===== config.mk =====
export PLATFORM = sky130hd
export DESIGN_NAME = dma_s2mm_ctrl
export DESIGN_NICKNAME = d
export VERILOG_FILES = /design/src/rtl/dma_s2mm_ctrl.sv
export SDC_FILE = /design/constraint.sdc
export NUM_CORES = 1
export LEC_CHECK = 0
export CAP_MARGIN = 25
export CORE_MARGIN = 3
export CORE_UTILIZATION = 30
export DETAILED_ROUTE_END_ITERATION = 12
export PLACE_DENSITY = 0.66
export SYNTH_ARGS = -nofsm -noshare
export SYNTH_HDL_FRONTEND = slang
export SYNTH_SLANG_ARGS = --single-unit

===== constraint.sdc =====
create_clock -name clk -period 5.84 [get_ports clk]
set_input_delay 1.168 -clock clk [delete_from_list [all_inputs] [get_ports clk]]
set_output_delay 1.168 -clock clk [all_outputs]
set_load 0.02 [all_outputs]

===== src/rtl/dma_s2mm_ctrl.sv =====
// AXI-Lite sequencer that programs one AXI DMA S2MM transfer,
// waits for the completion interrupt, clears it and checks status.
module dma_s2mm_ctrl #(
  parameter logic [31:0] DMACR_VAL   = 32'h0000_1001,
  parameter logic [31:0] IRQ_CLR_VAL = 32'h0000_1000
) (
  input  logic        clk,
  input  logic        rst,
  input  logic [63:0] dest_addr,
  input  logic [31:0] byte_num,
  input  logic        start,
  input  logic        s2mm_introut,
  output logic        busy,
  output logic        done,
  output logic        error,
  output logic [9:0]  m_axi_lite_awaddr,
  output logic        m_axi_lite_awvalid,
  input  logic        m_axi_lite_awready,
  output logic [31:0] m_axi_lite_wdata,
  output logic        m_axi_lite_wvalid,
  input  logic        m_axi_lite_wready,
  input  logic [1:0]  m_axi_lite_bresp,
  input  logic        m_axi_lite_bvalid,
  output logic        m_axi_lite_bready,
  output logic [9:0]  m_axi_lite_araddr,
  output logic        m_axi_lite_arvalid,
  input  logic        m_axi_lite_arready,
  input  logic [31:0] m_axi_lite_rdata,
  input  logic [1:0]  m_axi_lite_rresp,
  input  logic        m_axi_lite_rvalid,
  output logic        m_axi_lite_rready
);

  typedef enum logic [2:0] {
    IDLE, WR_REQ, WR_RESP, WAIT_IRQ, RD_REQ, RD_RESP, DONE
  } state_e;

  localparam logic [9:0] SR_ADDR = 10'h034;

  state_e      state_q, state_d;
  logic [2:0]  step_q, step_d;
  logic [63:0] addr_q, addr_d;
  logic [31:0] len_q, len_d;
  logic        busy_q, busy_d;
  logic        done_q, done_d;
  logic        err_q, err_d;
  logic [9:0]  awaddr_q, awaddr_d;
  logic [31:0] wdata_q, wdata_d;
  logic        awvalid_q, awvalid_d;
  logic        wvalid_q, wvalid_d;
  logic        bready_q, bready_d;
  logic [9:0]  araddr_q, araddr_d;
  logic        arvalid_q, arvalid_d;
  logic        rready_q, rready_d;
  logic        aw_ok, w_ok;
  logic        unused_rdata;

  assign unused_rdata = ^{m_axi_lite_rdata[31:7],
                          m_axi_lite_rdata[3:0]};

  // Register/value pair for each programming step
  function automatic logic [41:0] step_wr(
    input logic [2:0]  s,
    input logic [63:0] a,
    input logic [31:0] n
  );
    logic [41:0] r;
    r = {10'h030, DMACR_VAL};
    unique case (s)
      3'd0:    r = {10'h030, DMACR_VAL};
      3'd1:    r = {10'h048, a[31:0]};
      3'd2:    r = {10'h04C, a[63:32]};
      3'd3:    r = {10'h058, n};
      3'd4:    r = {10'h034, IRQ_CLR_VAL};
      default: r = {10'h030, DMACR_VAL};
    endcase
    return r;
  endfunction

  always_comb begin
    state_d   = state_q;
    step_d    = step_q;
    addr_d    = addr_q;
    len_d     = len_q;
    err_d     = err_q;
    awaddr_d  = awaddr_q;
    wdata_d   = wdata_q;
    awvalid_d = awvalid_q;
    wvalid_d  = wvalid_q;
    araddr_d  = araddr_q;
    arvalid_d = arvalid_q;
    aw_ok     = ~awvalid_q | m_axi_lite_awready;
    w_ok      = ~wvalid_q | m_axi_lite_wready;

    unique case (state_q)
      IDLE: begin
        if (start) begin
          if (byte_num != 32'd0) begin
            addr_d  = dest_addr;
            len_d   = byte_num;
            err_d   = 1'b0;
            step_d  = 3'd0;
            state_d = WR_REQ;
          end else begin
            err_d   = 1'b1;
            state_d = DONE;
          end
        end
      end
      WR_REQ: begin
        if (awvalid_q && m_axi_lite_awready) awvalid_d = 1'b0;
        if (wvalid_q && m_axi_lite_wready) wvalid_d = 1'b0;
        if (aw_ok && w_ok) state_d = WR_RESP;
      end
      WR_RESP: begin
        if (m_axi_lite_bvalid) begin
          if (m_axi_lite_bresp != 2'b00) begin
            err_d   = 1'b1;
            state_d = DONE;
          end else if (step_q == 3'd3) begin
            state_d = WAIT_IRQ;
          end else if (step_q == 3'd4) begin
            state_d = RD_REQ;
          end else begin
            step_d  = step_q + 3'd1;
            state_d = WR_REQ;
          end
        end
      end
      WAIT_IRQ: begin
        if (s2mm_introut) begin
          step_d  = 3'd4;
          state_d = WR_REQ;
        end
      end
      RD_REQ: begin
        if (m_axi_lite_arready) begin
          arvalid_d = 1'b0;
          state_d   = RD_RESP;
        end
      end
      RD_RESP: begin
        if (m_axi_lite_rvalid) begin
          if (m_axi_lite_rresp != 2'b00 ||
              m_axi_lite_rdata[6:4] != 3'd0)
            err_d = 1'b1;
          state_d = DONE;
        end
      end
      DONE:    state_d = IDLE;
      default: state_d = IDLE;
    endcase

    // Outputs are registered, so they are derived from the next state
    if (state_d == WR_REQ && state_q != WR_REQ) begin
      awvalid_d             = 1'b1;
      wvalid_d              = 1'b1;
      {awaddr_d, wdata_d}   = step_wr(step_d, addr_d, len_d);
    end
    if (state_d == RD_REQ && state_q != RD_REQ) begin
      arvalid_d = 1'b1;
      araddr_d  = SR_ADDR;
    end
    bready_d = (state_d == WR_RESP);
    rready_d = (state_d == RD_RESP);
    done_d   = (state_d == DONE);
    busy_d   = (state_d != IDLE);
  end

  always_ff @(posedge clk or posedge rst) begin
    if (rst) begin
      state_q   <= IDLE;
      step_q    <= 3'd0;
      addr_q    <= 64'd0;
      len_q     <= 32'd0;
      busy_q    <= 1'b0;
      done_q    <= 1'b0;
      err_q     <= 1'b0;
      awaddr_q  <= 10'd0;
      wdata_q   <= 32'd0;
      awvalid_q <= 1'b0;
      wvalid_q  <= 1'b0;
      bready_q  <= 1'b0;
      araddr_q  <= 10'd0;
      arvalid_q <= 1'b0;
      rready_q  <= 1'b0;
    end else begin
      state_q   <= state_d;
      step_q    <= step_d;
      addr_q    <= addr_d;
      len_q     <= len_d;
      busy_q    <= busy_d;
      done_q    <= done_d;
      err_q     <= err_d;
      awaddr_q  <= awaddr_d;
      wdata_q   <= wdata_d;
      awvalid_q <= awvalid_d;
      wvalid_q  <= wvalid_d;
      bready_q  <= bready_d;
      araddr_q  <= araddr_d;
      arvalid_q <= arvalid_d;
      rready_q  <= rready_d;
    end
  end

  assign busy               = busy_q;
  assign done               = done_q;
  assign error              = err_q;
  assign m_axi_lite_awaddr  = awaddr_q;
  assign m_axi_lite_awvalid = awvalid_q;
  assign m_axi_lite_wdata   = wdata_q;
  assign m_axi_lite_wvalid  = wvalid_q;
  assign m_axi_lite_bready  = bready_q;
  assign m_axi_lite_araddr  = araddr_q;
  assign m_axi_lite_arvalid = arvalid_q;
  assign m_axi_lite_rready  = rready_q;

endmodule


==> flow_summary.toml, run 1 <==
[status]
status = "completed"

[global_route]
grt_use_met3 = 0.0421
grt_max_degree = 129
antenna_found_initial = 4
first_global_vias = 5053
use_met1 = 0.207
grtUsageMet2 = 0.238
grt_busiest_layer = "met2"
grt_usage = 0.151
grt-ovfl-total = 0
grt_pass1_wl_um = 28900

[die]
dieHeight_um = 158
core_area_um2 = 22200
die-area_um2 = 25000
ioPinCount = 201
start_util = 0.312
die_w_um = 158
rows = 54

[sta]
fin_crit_sh = 0.715
finalHoldViolCount = 0
tightestPinTransition_ns = 0.996
drv_slew = 0
slew_headroom = 0.330
setup_viol_count_final = 0
period_needed_ns = 4.17
fin_skew_ns = 0.00760
rsz0062_at_grt = "false"
fin_setup_tns_ns = 0
clock.fmax_mhz = 240

[yosys]
syn_area_um2 = 6930
synth-main-ff-cell = "dfrtp_1"
yosysMostFrequentCell = "dfrtp_1"
synth_edf_count = 0
avgSynthCellArea_um2 = 12.2
yosysTopAreaCellShare = 0.531
seq_area_frac_synth = 0.531
async_flop_share = 1.00
synth_top_cells_by_area = "dfrtp_1, mux2_2, o221ai_2, mux2i_1, a31o_2"
yosysTopAreaCell = "dfrtp_1"
synthCells = 567
synth_cell_type_count = 53
synth_warnings = 0
yosys_register_bits = 147
synth_commonest_cells = "dfrtp_1, mux2_2, nand2_1"

[worst_setup_path]
rrSetupSlack_ns = 2.24
path_class = "input pin to flip-flop"
cp.arrival_ns = 4.49
cp-endpoint = "m_axi_lite_wdata[2]"
rr_worst_depth = 10
crit_fanout = 18
worstReg2RegEnd = "m_axi_lite_wdata[22]"
startpoint = "byte_num[18]"
startpoint_type = "input pin"
cp-end-kind = "flip-flop"
required_ns = 6.16
rr_startpoint = "step_q[0]"

[clock_network]
cts_setup_buffers = 0
numCtsBuffers = 17
h-tree-depth = 4
cts_max_path_buffers = 2
clk_pin_slew_worst_paths_ns = 0.06
cts_resized = 0
hold_buffers = 0
cts.sinks = 147
clk_latency_ns = 0.41
cts_tree = "yes"
clockRootBuffer = "clkbuf_16"

[cells_and_area]
drive_above_1_share = 0.249
fin_area_um2 = 9330
n_antenna_cell = 0
area_growth_pct = 34.7
nets = 857
fin_util = 0.420
fin_cells = 1004

[placement]
dp_hpwl_um = 12800
portBuffers = 159
dp_cells = 974
placed_area_um2 = 8750
gp_congestion = 0.778

[route]
vias = 4899
avgViaCountPerCell = 4.88
routedWlPerCell_um = 18.4
routed_wl_um = 18500
drt_iter0_markers = 162
antenna_left = 0
firstDrtPassIters = 4
drc = 0

[power]
leakage_nw = 3.91
power.total_mw = 4.97
p_seq_frac = 0.352
ir_drop_v = 0.000199
power_switching_mw = 1.76
p_comb_frac = 0.426
powerDensity_nw_per_um2 = 533
p_clk_frac = 0.222
p_int_mw = 3.21
p_sw_frac = 0.355

[flow_run]
drv_cap = 0

[worst_hold_path]
hold_path.class = "flip-flop to flip-flop"
## cell usage in the layout (no fill, tap or decap), drive strengths merged, types with 2 or more instances in the layout
cell type      synthesis  final
o221ai                31     31
mux2i                 33     33
a221oi                 3      3
nand2b                 7      7
dfrtp                147    147
clkdlybuf4s50          0    159
inv                   37     37
o21ai                  3      3
o21a                   3      3
o41ai                  2      2
mux2                  68     68
clkbuf                15     25
nor4                   9      9
nor2b                  2      2
nand4                  5      5
a31oi                  4      4
buf                   38     10
nand2                 55     55
o22ai                  2      2
nor4b                  2      2
a21oi                 34     34
conb                   1     12
clkinv                 0      2
ha                     3      3
bufinv                 0      3
nor2                  16     16
a31o                  31     31
nand3                  2      2
## how the worst min path moves through the flow
stage                              start                    to  cells after the start
floorplan                     addr_q[10]            addr_q[10]                      2
global placement    m_axi_lite_awaddr[2]  m_axi_lite_awaddr[2]                      2
detailed placement  m_axi_lite_awaddr[2]  m_axi_lite_awaddr[2]                      2
CTS                 m_axi_lite_awaddr[2]  m_axi_lite_awaddr[2]                      2
global route        m_axi_lite_awaddr[2]  m_axi_lite_awaddr[2]                      2
finish              m_axi_lite_awaddr[2]  m_axi_lite_awaddr[2]                      2
## power by group through the flow
stage | sequential (mW) | clock [mW] | combinational [mW]
4_1_cts | 1.75 | 1.14 | 2.16
2_1_floorplan | 1.82 | 0 | 1.40
3_5_place_dp | 1.77 | 0 | 2.15
3_3_place_gp | 1.75 | 0 | 2.11
6_report | 1.75 | 1.10 | 2.12
5_1_grt | 1.81 | 1.19 | 2.33
## sequential cells by signal (all words and copies together), names as in the netlist, 3 cells and up
signal	cells
addr_q	64
len_q	32
step_q	3
m_axi_lite_wdata	32
m_axi_lite_awaddr	4
state_q	3
## metrics by stage
| stage | worst slack [ns] | hold WS [ns] |
|---|---|---|
| 6_report | 1.67 | 0.470 |
| 5_1_grt | 1.40 | 0.512 |
| 4_1_cts | 1.55 | 0.478 |
| 3_5_place_dp | 1.12 | 0.463 |
| 3_3_place_gp | 0.745 | 0.455 |
| 2_1_floorplan | 0.721 | 0.462 |
## routing by layer
metal / routed length (um) / part of all wire
met5: 48 / 0.0026
met4: 210 / 0.011
met3: 1000 / 0.054
met2: 8570 / 0.46
met1: 8690 / 0.47
## logic make-up after synthesis
group | count (synthesis) | share of synthesized area
DFF | 147 | 0.531
AOI/OAI and AO/OA | 118 | 0.160
and+or+nand+nor | 106 | 0.0775
muxes | 101 | 0.158
buffers and inverters | 90 | 0.0659
adders and majority gates | 3 | 0.00542
other | 1 | 0.000541
xor gates and xnor gates | 1 | 0.00126
## worst max-delay path, cell delays in order
cell and delay, ns:
clkdlybuf4s50_1 0.44, nor4_1 0.51, nand4_1 0.23, nor2_1 0.49, a41o_1 0.41, o41ai_4 0.15, buf_6 0.19, nand2_1 0.24
buf_4 0.32, a21oi_1 0.15, o221ai_2 0.17
## final cells by class
| cell class | instances | area, um^2 |
|---|---|---|
| Clock buffer | 25 | 485 |
| Timing Repair Buffer | 169 | 1720 |
| Fill cell | 2087 | 12900 |
| Multi-Input combinational cell | 341 | 2860 |
| Sequential cell | 147 | 3680 |
| Tap cell | 280 | 350 |
| Inverter | 37 | 144 |
| Clock inverter | 5 | 100 |
No activity file was read; power rests on OpenSTA's default activity.
==> inputs of run 2 (changes only) <==
--- a/config.mk
+++ b/config.mk
@@ -9,7 +9,7 @@
 export CORE_MARGIN = 3
 export CORE_UTILIZATION = 30
 export DETAILED_ROUTE_END_ITERATION = 12
-export PLACE_DENSITY = 0.66
+export PLACE_DENSITY = 0.68
 export SYNTH_ARGS = -nofsm -noshare
 export SYNTH_HDL_FRONTEND = slang
 export SYNTH_SLANG_ARGS = --single-unit
==> constraint.sdc (replaced) <==
create_clock -name clk -period 3.5 [get_ports clk]
set_input_delay 0.7 -clock clk [delete_from_list [all_inputs] [get_ports clk]]
set_output_delay 0.7 -clock clk [all_outputs]
set_load 0.02 [all_outputs]
==> run 2 against run 1 <==
Global-route usage hardly changed; die area stayed put; highest routed layer is now met4; hold slack better by 0.00094 ns; non-clock buffer count is 42 higher; first-iteration DRC count is 9.9% higher; count of clock-buffer cells in the layout is 5 lower; clock power is 63% higher; combinational power is 81% higher; cell count is 4.1% higher; sequential share of layout area is 1.4 points lower; utilization is 1.6 points higher.
==> flow_summary.toml, run 2 (synthesis gave the netlist of run 1 again) <==
[power]
power.total_mw = 8.55
leakage_nw = 4.12
powerDensity_nw_per_um2 = 883
ir_drop_v = 0.000361

[route]
routedWlPerCell_um = 17.6
top_layer = "met4"
routed_wl_um = 18400
vias = 5070
met1_length_um = 8450
antenna_left = 0
firstDrtPassIters = 4
avgViaCountPerCell = 4.85
drc = 0
drt_iter0_markers = 178
dr_wl_met3_um = 1250
wl_met2_um = 8490

[global_route]
antenna_found_initial = 0
grt_pass1_wl_um = 29100
grt-ovfl-total = 0
first_global_vias = 5316
grt_max_degree = 148
grt_usage = 0.151

[sta]
rsz0062_at_grt = "false"
fin_skew_ns = 0.00736
fin_crit_sh = 0.955
slew_headroom = 0.449
period_needed_ns = 3.34
fin_setup_tns_ns = 0
drv_slew = 0
clock.fmax_mhz = 299
tightestPinTransition_ns = 0.827
setup_viol_count_final = 0
finalHoldViolCount = 0

[die]
ioPinCount = 201
dieHeight_um = 158
rows = 54
die-area_um2 = 25000
start_util = 0.312
die_w_um = 158
core_area_um2 = 22200

[worst_setup_path]
crit_fanout = 22
cp-end-kind = "flip-flop"
crit_path_top_delay_cell = "o41ai_4"
startpoint_type = "input pin"
cp.arrival_ns = 3.63
crit_family = "compound AO/OA/AOI/OAI gates"
required_ns = 3.79
path_cells = "clkdlybuf4s50_1 -> nor4_1 -> buf_4 -> nand4_1 -> nor2_1 -> buf_4 -> a41o_1 -> o41ai_4 -> nand2_1 -> buf_12 -> buf_4 -> a21oi_1 -> o221ai_2"
slowest_delay_ns = 0.59
crit_top_cell = "buf_4"
path_class = "input pin to flip-flop"
path_buf_inv = 5

[worst_hold_path]
hold_path.class = "flip-flop to flip-flop"

[cells_and_area]
drive_above_1_share = 0.295
area_growth_pct = 39.8
nets = 899
final_cell_mix = "clkdlybuf4s50_1, dfrtp_1, mux2_2"
largest_reg_flops = 64
fin_cells = 1045
final_common_cell = "clkdlybuf4s50_1"
regMostFlops = "addr_q"
n_antenna_cell = 0
fill_cells = 2066

[clock_network]
cts.sinks = 147
cts_max_path_buffers = 2
numCtsBuffers = 17
h-tree-depth = 4
hold_buffers = 0
clk_latency_ns = 0.42
clk_pin_slew_worst_paths_ns = 0.06
cts_setup_buffers = 0
clockRootBuffer = "clkbuf_16"
cts_tree = "yes"
cts_resized = 0

[placement]
dp_hpwl_um = 13300
portBuffers = 159
gp_congestion = 0.834
dp_cells = 1016

[status]
status = "completed"

[flow_run]
drv_cap = 0
[run 2: worst reg2reg max path, cell delays in order, from the launching register on]
cell,delay [ns]
dfrtp_1,0.42
ha_1,0.23
ha_1,0.20
nor4b_2,0.34
o311a_1,0.23
a21oi_1,0.10
o41ai_4,0.55
nand2_1,0.21
buf_12,0.21
buf_4,0.19
a21oi_1,0.27
o221ai_2,0.14
[run 2: layout make-up]
| cell class | count | area [um^2] | share of cell area |
|---|---|---|---|
| sequential | 147 | 3680 | 0.380 |
| inverter | 37 | 143 | 0.0147 |
| clock buffer | 20 | 467 | 0.0482 |
| timing repair buffer | 211 | 2080 | 0.215 |
| clock inverter | 9 | 108 | 0.0111 |
| multi-input combinational | 341 | 2860 | 0.295 |
| tap | 280 | 350 | 0.0362 |
[run 2: path summary, 6_finish.rpt]
path                                       from  cells after the start  slack (ns)              endpoint
setup / recovery                    byte_num[0]                     13        0.16   m_axi_lite_wdata[4]
hold / removal             m_axi_lite_awaddr[2]                      2        0.47  m_axi_lite_awaddr[2]
setup reg to reg                      step_q[0]                     11        0.30   m_axi_lite_wdata[4]
hold reg to reg            m_axi_lite_awaddr[2]                      2        0.47  m_axi_lite_awaddr[2]
max in group asynchronous                   rst                      3        2.03            addr_q[15]
min in group asynchronous                   rst                      3        0.84            addr_q[20]
[run 2: per-layer routing]
metal,vias up,global-route usage
met5,-,0
met4,0,0.0381
met2,133,0.236
li1,2388,-
met3,17,0.0530
met1,2532,0.202
[run 2: power breakdown]
part | total, mW | switching (mW) | internal, mW
clock | 1.79 | 0.700 | 1.09
sequential | 2.92 | 0.423 | 2.50
combinational | 3.84 | 1.91 | 1.93
[run 2: per-stage QoR]
step / util / hold WS (ns) / worst slack (ns) / area [um^2]
after floorplan: - / 0.462 / 0.621 / 6970
after global placement: 0.410 / 0.454 / -0.285 / 9110
after detailed placement: 0.410 / 0.467 / -0.272 / 9110
final: 0.436 / 0.471 / 0.159 / 9690
after CTS: 0.436 / 0.479 / 0.163 / 9690
after global routing: 0.436 / 0.510 / 0.00688 / 9690
